### src/rtl/counter_arb_ctrl_if.sv
// rtl/counter_arb_ctrl_if.sv - request/grant/counter bundle for counter_arb_ctrl.
// The pause signal exists only when CNT_PAUSE_EN is defined.
interface counter_arb_ctrl_if #(
    parameter int WIDTH = 4
);
    logic [1:0]       req;
    logic [1:0]       dir;
    logic [WIDTH-1:0] len0;
    logic [WIDTH-1:0] len1;
`ifdef CNT_PAUSE_EN
    logic             pause;
`endif
    logic [1:0]       gnt;
    logic [1:0]       done;
    logic             busy;
    logic [WIDTH-1:0] q;

    modport master (
`ifdef CNT_PAUSE_EN
        output pause,
`endif
        output req, dir, len0, len1,
        input  gnt, done, busy, q
    );

    modport slave (
`ifdef CNT_PAUSE_EN
        input  pause,
`endif
        input  req, dir, len0, len1,
        output gnt, done, busy, q
    );
endinterface

### src/rtl/counter_arb_ctrl.sv
// rtl/counter_arb_ctrl.sv - two-requester round-robin arbiter owning a shared up/down counter.
// Optional run pause is enabled by defining CNT_PAUSE_EN.
module counter_arb_ctrl #(
    parameter int WIDTH = 4
) (
    input  logic                clk,
    input  logic                rst,
    counter_arb_ctrl_if.slave   bus
);
    typedef enum logic [1:0] {IDLE, RUN, DONE} state_t;

    state_t           state;
    logic             ptr;
    logic             owner;
    logic             dir_r;
    logic [WIDTH-1:0] remain;
    logic [WIDTH-1:0] q_r;
    logic [1:0]       gnt_r;
    logic [1:0]       done_r;
    logic             busy_r;

    logic             win_id;
    logic [WIDTH-1:0] win_len;
    logic             win_dir;
    logic             run_go;

    // A sole requester wins outright; contention is settled by the pointer.
    always_comb begin
        win_id = ptr;
        if (bus.req == 2'b01)
            win_id = 1'b0;
        else if (bus.req == 2'b10)
            win_id = 1'b1;
        win_len = win_id ? bus.len1 : bus.len0;
        win_dir = bus.dir[win_id];
    end

`ifdef CNT_PAUSE_EN
    assign run_go = !bus.pause;
`else
    assign run_go = 1'b1;
`endif

    always_ff @(posedge clk or negedge rst) begin
        if (!rst) begin
            state  <= IDLE;
            ptr    <= 1'b0;
            owner  <= 1'b0;
            dir_r  <= 1'b0;
            remain <= '0;
            q_r    <= '0;
            gnt_r  <= 2'b00;
            done_r <= 2'b00;
            busy_r <= 1'b0;
        end else begin
            case (state)
                IDLE: begin
                    if (|bus.req) begin
                        owner  <= win_id;
                        dir_r  <= win_dir;
                        remain <= win_len;
                        gnt_r  <= {win_id, ~win_id};
                        busy_r <= 1'b1;
                        if (win_len == '0) begin
                            state  <= DONE;
                            done_r <= {win_id, ~win_id};
                        end else begin
                            state  <= RUN;
                        end
                    end
                end
                RUN: begin
                    if (run_go) begin
                        q_r    <= dir_r ? q_r + WIDTH'(1) : q_r - WIDTH'(1);
                        remain <= remain - WIDTH'(1);
                        if (remain == WIDTH'(1)) begin
                            state  <= DONE;
                            done_r <= gnt_r;
                        end
                    end
                end
                DONE: begin
                    state  <= IDLE;
                    gnt_r  <= 2'b00;
                    done_r <= 2'b00;
                    busy_r <= 1'b0;
                    ptr    <= ~owner;
                end
                default: state <= IDLE;
            endcase
        end
    end

    assign bus.gnt  = gnt_r;
    assign bus.done = done_r;
    assign bus.busy = busy_r;
    assign bus.q    = q_r;
endmodule

### src/flat_wrapper.sv
// flat-port wrapper written by rule: the top's interface ports become plain ports
module counter_arb_ctrl_flat 
#(
    parameter int WIDTH = 4
)
  (clk, rst, bus_req, bus_dir, bus_len0, bus_len1, bus_gnt, bus_done, bus_busy, bus_q);
  counter_arb_ctrl_if #(.WIDTH(WIDTH)) bus_i ();
  input  logic clk;
  input  logic rst;
  input wire logic [$bits(bus_i.req)-1:0] bus_req;
  input wire logic [$bits(bus_i.dir)-1:0] bus_dir;
  input wire logic [$bits(bus_i.len0)-1:0] bus_len0;
  input wire logic [$bits(bus_i.len1)-1:0] bus_len1;
  output wire logic [$bits(bus_i.gnt)-1:0] bus_gnt;
  output wire logic [$bits(bus_i.done)-1:0] bus_done;
  output wire logic [$bits(bus_i.busy)-1:0] bus_busy;
  output wire logic [$bits(bus_i.q)-1:0] bus_q;
  assign bus_i.req = bus_req;
  assign bus_i.dir = bus_dir;
  assign bus_i.len0 = bus_len0;
  assign bus_i.len1 = bus_len1;
  assign bus_gnt = bus_i.gnt;
  assign bus_done = bus_i.done;
  assign bus_busy = bus_i.busy;
  assign bus_q = bus_i.q;
  counter_arb_ctrl #(.WIDTH(WIDTH)) u_core (.clk(clk), .rst(rst), .bus(bus_i));
endmodule
### config.mk
export PLATFORM = sky130hd
export DESIGN_NAME = counter_arb_ctrl_flat
export DESIGN_NICKNAME = d
export VERILOG_FILES = /design/src/rtl/counter_arb_ctrl_if.sv /design/src/rtl/counter_arb_ctrl.sv /design/src/flat_wrapper.sv
export SDC_FILE = /design/constraint.sdc
export NUM_CORES = 1
export LEC_CHECK = 0
export CORE_MARGIN = 2
export CORE_UTILIZATION = 25
export DETAILED_ROUTE_END_ITERATION = 8
export DONT_BUFFER_PORTS = 1
export GPL_ROUTABILITY_DRIVEN = 0
export PLACE_DENSITY = 0.41
export SLEW_MARGIN = 10
export SYNTH_ARGS = -nofsm -noshare
export SYNTH_HDL_FRONTEND = slang
export SYNTH_SLANG_ARGS = --single-unit
### constraint.sdc
create_clock -name clk -period 4 [get_ports clk]
set_input_delay 0.6 -clock clk [delete_from_list [all_inputs] [get_ports clk]]
set_output_delay 0.6 -clock clk [all_outputs]
set_load 0.005 [all_outputs]
## After elaboration in Yosys (flattened, before gate mapping)

Index checks and enable logic that the tools add are counted.
W data, S select, Z words.

- Add/sub/neg operators: 3
- Order comparisons: 1
- Eq/ne operators: 8
- Multiplexer cells: 20
- Bitwise gates (word level): 2
- Reduce and logical (&&, ||, !) cells: 11

Operator list:

| operator | count |
|---|---|
| $mux W2 | 7 |
| $mux W4 | 3 |
| $pmux W2 S2 | 2 |
| $pmux W4 S2 | 1 |
| $reduce_and A2 Y1 | 4 |
| $sub A4 B1 Y4 const B | 2 |
| $ne A2 B1 Y1 const B | 3 |
| $pmux W2 S3 | 1 |
| $mux W1 | 5 |
| $add A4 B1 Y4 const B | 1 |
| $eq A2 B1 Y1 const B | 2 |
| $eq A2 B2 Y1 const B | 2 |
| $eq A4 B1 Y1 const B | 1 |
| $logic_not A4 Y1 | 1 |
| $reduce_and A4 Y1 | 1 |
| $reduce_bool A2 Y1 | 2 |
| $reduce_bool A3 Y1 | 1 |
| $logic_not A2 Y1 | 1 |
| $lt A1 B2 Y1 const B | 1 |
| $not A1 Y1 | 2 |
| $pmux W1 S2 | 1 |
| $reduce_or A2 Y1 | 1 |

- Register bits: 18
- Bits of input ports: 14
- Output and inout port bits: 9
- Word-level logic and storage cells: 54

## Longest topological paths before layout

Gate-level depths: netlist of the first run.

- Word-level depth: 8
- Gate-level depth with buffers: 9
- Gate-level depth less buffers: 8

## Worst setup path before layout of the first run

Ideal clock, no wire load.

- Path kind: input port to flip-flop
- Start point: input port bus_req[1]
- End point: register u_core.done_r[0] (netlist: u_core.bus.done[0])
- Setup time: 128 ps
- Arrival: 2109 ps
- Data required time: 3872 ps
- Setup slack: 1764 ps
- Cell stages on the path: 6
- Path buffers: 1
- Cells stage by stage: buf_2 maj3_4 mux2_4 nand4b_4 a21oi_2 mux2_1

- Cells in the longest elaborated chain, start to end: 7
- Elaborated cells between the ends (all ways): 14
- Those cells by class: eq/ne: 4; mux: 6; bitwise: 1; reduce/logical: 3

RTL lines:

| what | RTL line | source |
|---|---|---|
| start: declaration | flat_wrapper.sv:10 | `input wire logic [$bits(bus_i.req)-1:0] bus_req;` |
| $eq A2 B2 Y1 | counter_arb_ctrl.sv:32 | `else if (bus.req == 2'b10)` |
| $mux W1 | counter_arb_ctrl.sv:32 |  |
| $mux W1 | counter_arb_ctrl.sv:30 | `if (bus.req == 2'b01)` |
| $mux W4 or $not A1 Y1 (tied branches) | counter_arb_ctrl.sv:34, counter_arb_ctrl.sv:66 |  |
| $logic_not A4 Y1 or $mux W2 (tied branches) | counter_arb_ctrl.sv:64 | `if (win_len == '0) begin` |
| $ne A2 B1 Y1 (no source line) or $mux W2 (tied branches) | n/a |  |
| $reduce_and A4 Y1 (no source line) or $pmux W2 S3 (tied branches) | n/a |  |
| end signal: assignment | counter_arb_ctrl.sv:66 | `done_r <= {win_id, ~win_id};` |
| end signal: assignment | counter_arb_ctrl.sv:78 | `done_r <= gnt_r;` |
| end: declaration | counter_arb_ctrl.sv:19 | `logic [1:0] done_r;` |

Several ways; a longest one is shown, not always the timed one. The select of a mux whose other input is x is not followed.
A chain may end at the register's enable or synchronous reset.

## Worst setup path in the final report of the first run

- Start point: register u_core.state[0]
- End point: register u_core.done_r[0] (netlist: u_core.bus.done[0])

- Cells in the longest elaborated chain, start to end: 3
- Elaborated cells between the ends (all ways): 9
- Those cells by class: eq/ne: 5; mux: 1; reduce/logical: 3

RTL lines:

| what | RTL line | source |
|---|---|---|
| start: declaration | counter_arb_ctrl.sv:12 | `state_t state;` |
| start signal: assignment | counter_arb_ctrl.sv:46 | `state <= IDLE;` |
| start signal: assignment | counter_arb_ctrl.sv:65 | `state <= DONE;` |
| start signal: assignment | counter_arb_ctrl.sv:68 | `state <= RUN;` |
| $eq A2 B1 Y1 (tied with other cells) | counter_arb_ctrl.sv:56 | `case (state)` |
| $ne A2 B1 Y1 (no source line) or $reduce_bool A3 Y1 (tied branches) | n/a |  |
| $reduce_and A4 Y1 (no source line) | n/a |  |

Several ways; a longest one is shown, not always the timed one.

==> results_dict.tcl, run 1 <==
set metrics [dict create \
    placed_cells 161 \
    track_usage_pct 9.68 \
    max_freq_mhz 461 \
    synth_area_leader_cell "dfrtp_1" \
    synth_nets 136 \
    drive_above_1_share_pct 9.73 \
    wl_per_cell_um 13.3 \
    cts_buffers 3 \
    vias 781 \
    relSlewSlack_pct 56.7 \
    crit_chain "inv_1, ha_1, inv_1, nor3_1, a21oi_1, nand2b_1, a21oi_2, mux2_1" \
    critPathBufInv 2 \
    timing.critical_path.to "u_core.bus.done[0]$_DFFE_PN0P_" \
    total_power_uw 994 \
    clk_pin_slew_ps 70 \
    critical_path.max_fanout 10 \
    crit_type "flip-flop to flip-flop" \
    drc 0 \
    syn2layout_area_growth_pct 9.52 \
    ctsHoldBuffers 0 \
    cp_slowest_cell "dfrtp_1" \
    reg2reg_to "u_core.bus.done[0]$_DFFE_PN0P_" \
    antenna_found_initial 0 \
    peakVddDrop_mv 0.219 \
    power_density_nw_per_um2 832 \
    htree_num_levels 1 \
    n_fill_cell 460 \
    crit_path_end_kind "flip-flop" \
    cts_tree "built" \
    grt_pass1_vias 782 \
    boundaryPins 23 \
    utilization_pct 28.0 \
    multi_input_area_sq_um 591 \
    die_area_sq_um 4910 \
    post_cts_resized 0 \
    final_common_cell "dfrtp_1" \
    grt_max_degree 19 \
    cts_setup_buffers 0 \
    setup_viol 0 \
    netlist_area_sq_um 1090 \
    cp.required_ps 4140 \
    clock_path_buffers 2 \
    insertion_delay_ps 250 \
    clkSinkCount 18 \
    die_h_um 70.1 \
    syn-instance-count 113 \
    rows 24 \
    finalHoldViolCount 0 \
    rsz0062_at_grt "no" \
    finalCritPeriodShare_pct 54.2 \
    yosysUniqueCellTypes 32 \
    min_path_type "input port to async pin" \
    slowest_delay_ps 400 \
    fin_setup_tns_ps 0 \
    drt_iter0_markers 21 \
    critical_path.most_common_cell "inv_1" \
    worst_pin_slew_ps 649 \
    ff2ff_setup_slack_ps 1830 \
    initial_core_util_pct 25.6 \
    synth.avg_cell_area_sq_um 9.66 \
    yosys-top-cells-area "dfrtp_1 41%, ha_1 9.2%, mux2i_1 4.6%" \
    ys_seq_area_share_pct 41.3 \
    cts_root_buf "clkbuf_8" \
    timing.hold.ws_ps 34.0 \
    portBuffers 0 \
    startpoint "u_core.state[0]$_DFFE_PN0P_" \
    viasPerCell 4.73 \
    grt_pass1_wl_um 3670 \
    diodes 0 \
    layout.nets 137 \
    r2r-start "u_core.state[0]$_DFFE_PN0P_" \
    critPathLaunchType "flip-flop" \
    worst_clock_skew_ps 2.23 \
    status "finished, final reports clean" \
    leakage_nw 0.530 \
    antenna_left 0 \
    die_w_um 70.1 \
    yosysWarnings 0 \
    drt_pre_antenna_iters 4 \
    fin_cells 165 \
    fp.coreArea_sq_um 4260 \
    min_period_ps 2170 \
    reg2reg_depth 8 \
    slew_viol_final 0 \
    ys_ff_latch 18 \
    most-common-layout-cells "18 x dfrtp_1, 10 x nor2_1, 10 x o21ai_0" \
    register_area_sq_um 450 \
    synth_top_cell_area_share_pct 41.3 \
    path_depth 8 \
    cp_data_arrival_time_ps 2300 \
    drv_cap 0 \
    grt_overflow 0 \
    drt-total-wl_um 2200 \
    critPathTopFamily "simple AND/OR/NAND/NOR gates" \
    dp_hpwl_um 1680 \
]
-- worst reg2reg max path, stage by stage, from the launching register on --
cell,delay [ps]
dfrtp_1,400
inv_1,110
ha_1,360
inv_1,130
nor3_1,360
a21oi_1,160
nand2b_1,160
a21oi_2,60
mux2_1,320
-- stage by stage --
step,area [sq um],worst slack (ps)
2_1_floorplan,1090,1760
3_3_place_gp,1140,1780
3_5_place_dp,1140,1740
4_1_cts,1190,1840
5_1_grt,1190,1620
6_report,1190,1830
-- report_power, final --
part / leakage, nW / switching, mW / internal (mW)
Clock: 0.0288 / 0.0626 / 0.0874
Sequential: 0.212 / 0.0867 / 0.275
Combinational: 0.289 / 0.262 / 0.220
-- flip-flops by register name (all words and copies together) (netlist names) --
name             count
u_core.dir_r         1
u_core.owner         1
u_core.state         2
u_core.bus.busy      1
u_core.bus.q         4
u_core.bus.gnt       2
u_core.remain        4
u_core.ptr           1
u_core.bus.done      2
-- cells by family (layout without fill, tap and decap cells) --
logic type	Yosys count	in the layout	share of synthesized area (%)
adders and majority gates	10	10	12.3
xor gates and xnor gates	4	4	3.21
and+or+nand+nor	30	30	13.9
AOI/OAI and AO/OA	29	29	15.7
buffers and inverters	13	13	4.59
muxes	9	9	9.06
DFF	18	18	41.3
-- how the worst min path moves through the flow --
stage / start / to / slack [ps] / cells past startpoint
after CTS: rst / u_core.bus.q[3]$_DFFE_PN0P_ / 30 / 0
final: rst / u_core.bus.q[3]$_DFFE_PN0P_ / 30 / 0
after global routing: rst / u_core.bus.gnt[0]$_DFFE_PN0P_ / 10 / 0
after floorplan: rst / u_core.bus.busy$_DFFE_PN0P_ / 300 / 0
after global placement: rst / u_core.bus.q[3]$_DFFE_PN0P_ / 310 / 0
after detailed placement: rst / u_core.bus.q[3]$_DFFE_PN0P_ / 310 / 0
-- layer usage --
metal | up-vias | GRT usage [%] | part of all wire, %
met5 | - | 0 | 0
met4 | 0 | 2.56 | 0.68
met3 | 2 | 4.04 | 6.5
met2 | 17 | 15.1 | 46
met1 | 372 | 12.3 | 47
li1 | 390 | - | -
-- Yosys cell counts (all sizes together) --
cell	n
nand4b	1
fa	1
inv	9
nor2b	1
nor3	3
mux2i	5
o2bb2ai	1
o21a	1
a21oi	10
maj3	1
and3	1
a22o	1
a21o	1
a21boi	1
nand3	5
o21ai	10
o22ai	2
xor2	1
dfrtp	18
ha	8
xnor2	3
nand2b	1
nor2	10
clkbuf	3
nand2	8
mux2	4
o211ai	2
buf	1
-- layout make-up --
class	count	area share (%)
clock buffers	4	4.61
inverters	9	2.83
multi-input cells	82	49.4
flip-flops and latches	18	37.7
well taps	52	5.45
Power figures use the tool's default switching activity.
==> run 2: changes to the inputs <==
- PLACE_DENSITY: 0.41 -> 0.43
- clock period: 4 -> 1.75 ns (I/O delays scaled with it)
==> run 2 against run 1 <==
- the flow now finishes with violations (setup timing)
- non-clock buffer count grew 20
- core utilization grew 4.6 points
- critical path depth shrank 3
- global-route usage grew 1.5 points
- critical endpoint unchanged
- worst hold slack gained 130 ps
- die area is the same
- via count grew 6.9%
- clock power grew 140%
- final cell count grew 12%
==> results_dict.tcl, run 2 (same netlist as run 1, synthesis figures left out) <==
set metrics [dict create \
    multi_input_area_sq_um 633 \
    max_freq_mhz 528 \
    sequentialPowerShare_pct 31.1 \
    syn2layout_area_growth_pct 27.4 \
    critical_path.max_fanout 5 \
    drv_cap 0 \
    power_density_nw_per_um2 1910 \
    place_ws_ps -189 \
    slew_viol_final 0 \
    drc 0 \
    finalHoldViolCount 0 \
    reg2reg_depth 5 \
    utilization_pct 32.6 \
    status "finished with violations" \
    cp_slowest_cell "dfrtp_1" \
    fin_setup_tns_ps -282 \
    holdPathEnd "u_core.owner$_DFFE_PN0P_" \
    drt_pre_antenna_iters 4 \
    final_common_cell "buf_4" \
    peakVddDrop_mv 0.559 \
    layout.nets 157 \
    swShare_pct 40.0 \
    critical_path.most_common_cell "mux2_4" \
    n_fill_cell 454 \
    ff2ff_setup_slack_ps -140 \
    rsz0062_at_grt "yes" \
    cp.required_ps 1900 \
    cp_data_arrival_time_ps 2040 \
    setup_viol 2 \
    fp.coreArea_sq_um 4260 \
    critPathBufInv 0 \
    min_path_cells 2 \
    track_usage_pct 11.1 \
    violations "setup timing" \
    worst_pin_slew_ps 871 \
    leakage_nw 0.635 \
    critPathTopFamily "multiplexers" \
    slowest_delay_ps 390 \
    portBuffers 0 \
    antenna_left 0 \
    vias 835 \
    insertion_delay_ps 260 \
    drive_above_1_share_pct 28.6 \
    crit_path_end_kind "flip-flop" \
    clkSinkCount 18 \
    comb_power_share_pct 55.6 \
    die_area_sq_um 4910 \
    clk_pin_slew_ps 80 \
    post_dp_cell_area_sq_um 1250 \
    r2r-start "u_core.ptr$_DFFE_PN0P_" \
    clkPwrFrac_pct 13.4 \
    min_path_type "input port to flip-flop" \
    critPathLaunchType "flip-flop" \
    grt_max_degree 19 \
    clock_path_buffers 2 \
    cts_root_buf "clkbuf_8" \
    most-common-layout-cells "19 x buf_4, 18 x dfrtp_1, 10 x o21ai_0" \
    cts_tree "built" \
    worst_slack_ps -143 \
    drt_iter0_markers 11 \
    cts_buffers 3 \
    die_h_um 70.1 \
    rows 24 \
    worst_clock_skew_ps 4.12 \
    reg2reg_to "u_core.bus.done[0]$_DFFE_PN0P_" \
    drt-total-wl_um 2500 \
    htree_num_levels 1 \
    boundaryPins 23 \
    dp_hpwl_um 1920 \
    design_area_sq_um 1390 \
    initial_core_util_pct 25.6 \
    relSlewSlack_pct 41.7 \
    antenna_found_initial 0 \
    finalCritPeriodShare_pct 108 \
    path_depth 5 \
    p_int_mw 1.59 \
    viasPerCell 4.51 \
    crit_chain "maj3_4, mux2_4, nand4b_4, a21oi_4, mux2_4" \
    p_sw_mw 1.06 \
    grt_pass1_vias 892 \
    min_from "bus_req[1]" \
    grt_pass1_wl_um 4200 \
    min_period_ps 1890 \
    die_w_um 70.1 \
    crit_type "flip-flop to flip-flop" \
    grt_overflow 0 \
    wl_per_cell_um 13.5 \
    diodes 0 \
    register_area_sq_um 450 \
]
## run 2: worst max-delay path by stage
stage                                 from                        endpoint  slack (ps)
floorplan           u_core.ptr$_DFFE_PN0P_  u_core.bus.done[0]$_DFFE_PN0P_        -110
global placement    u_core.ptr$_DFFE_PN0P_  u_core.bus.done[1]$_DFFE_PN0P_        -150
detailed placement  u_core.ptr$_DFFE_PN0P_  u_core.bus.done[0]$_DFFE_PN0P_        -190
CTS                 u_core.ptr$_DFFE_PN0P_  u_core.bus.done[0]$_DFFE_PN0P_        -170
global route        u_core.ptr$_DFFE_PN0P_  u_core.bus.done[0]$_DFFE_PN0P_        -210
finish              u_core.ptr$_DFFE_PN0P_  u_core.bus.done[0]$_DFFE_PN0P_        -140
## run 2: through the flow
stage	hold WS, ps	power (mW)	instances
5_1_grt	174	2.90	185
2_1_floorplan	-33.1	1.73	113
3_5_place_dp	-32.5	2.15	175
4_1_cts	164	2.60	182
3_3_place_gp	-32.4	2.13	175
6_report	163	2.65	185
## run 2: area by class of cell
type                            instances  share of cell area [%]
Clock buffer                            4                    3.96
Inverter                                9                    2.43
Multi-Input combinational cell         82                    45.5
Sequential cell                        18                    32.4
Tap cell                               52                    4.68
Timing Repair Buffer                   20                    11.0
## run 2: per-layer routing
metal	part of all wire (%)	GRT usage, %	routed length (um)
met1	40	12.5	995
met2	54	19.8	1350
met3	5.0	3.03	125
met4	1.4	4.49	34
met5	0	0	0
## run 2: what timing repair did
item                                    4_1_cts  5_1_grt
pin swaps                                     2        4
buffers inserted                              2        4
endpoints found under the setup margin        2        4
hold buffers                                  1        0
resized for setup                             3        7
hold endpoints to repair                     18        0
## run 2: power by group through the flow
stage	sequential [mW]	clock [mW]	combinational (mW)
finish	0.823	0.354	1.47
global route	0.861	0.377	1.67
CTS	0.822	0.364	1.41
detailed placement	0.829	0	1.32
global placement	0.823	0	1.31
floorplan	0.788	0	0.941
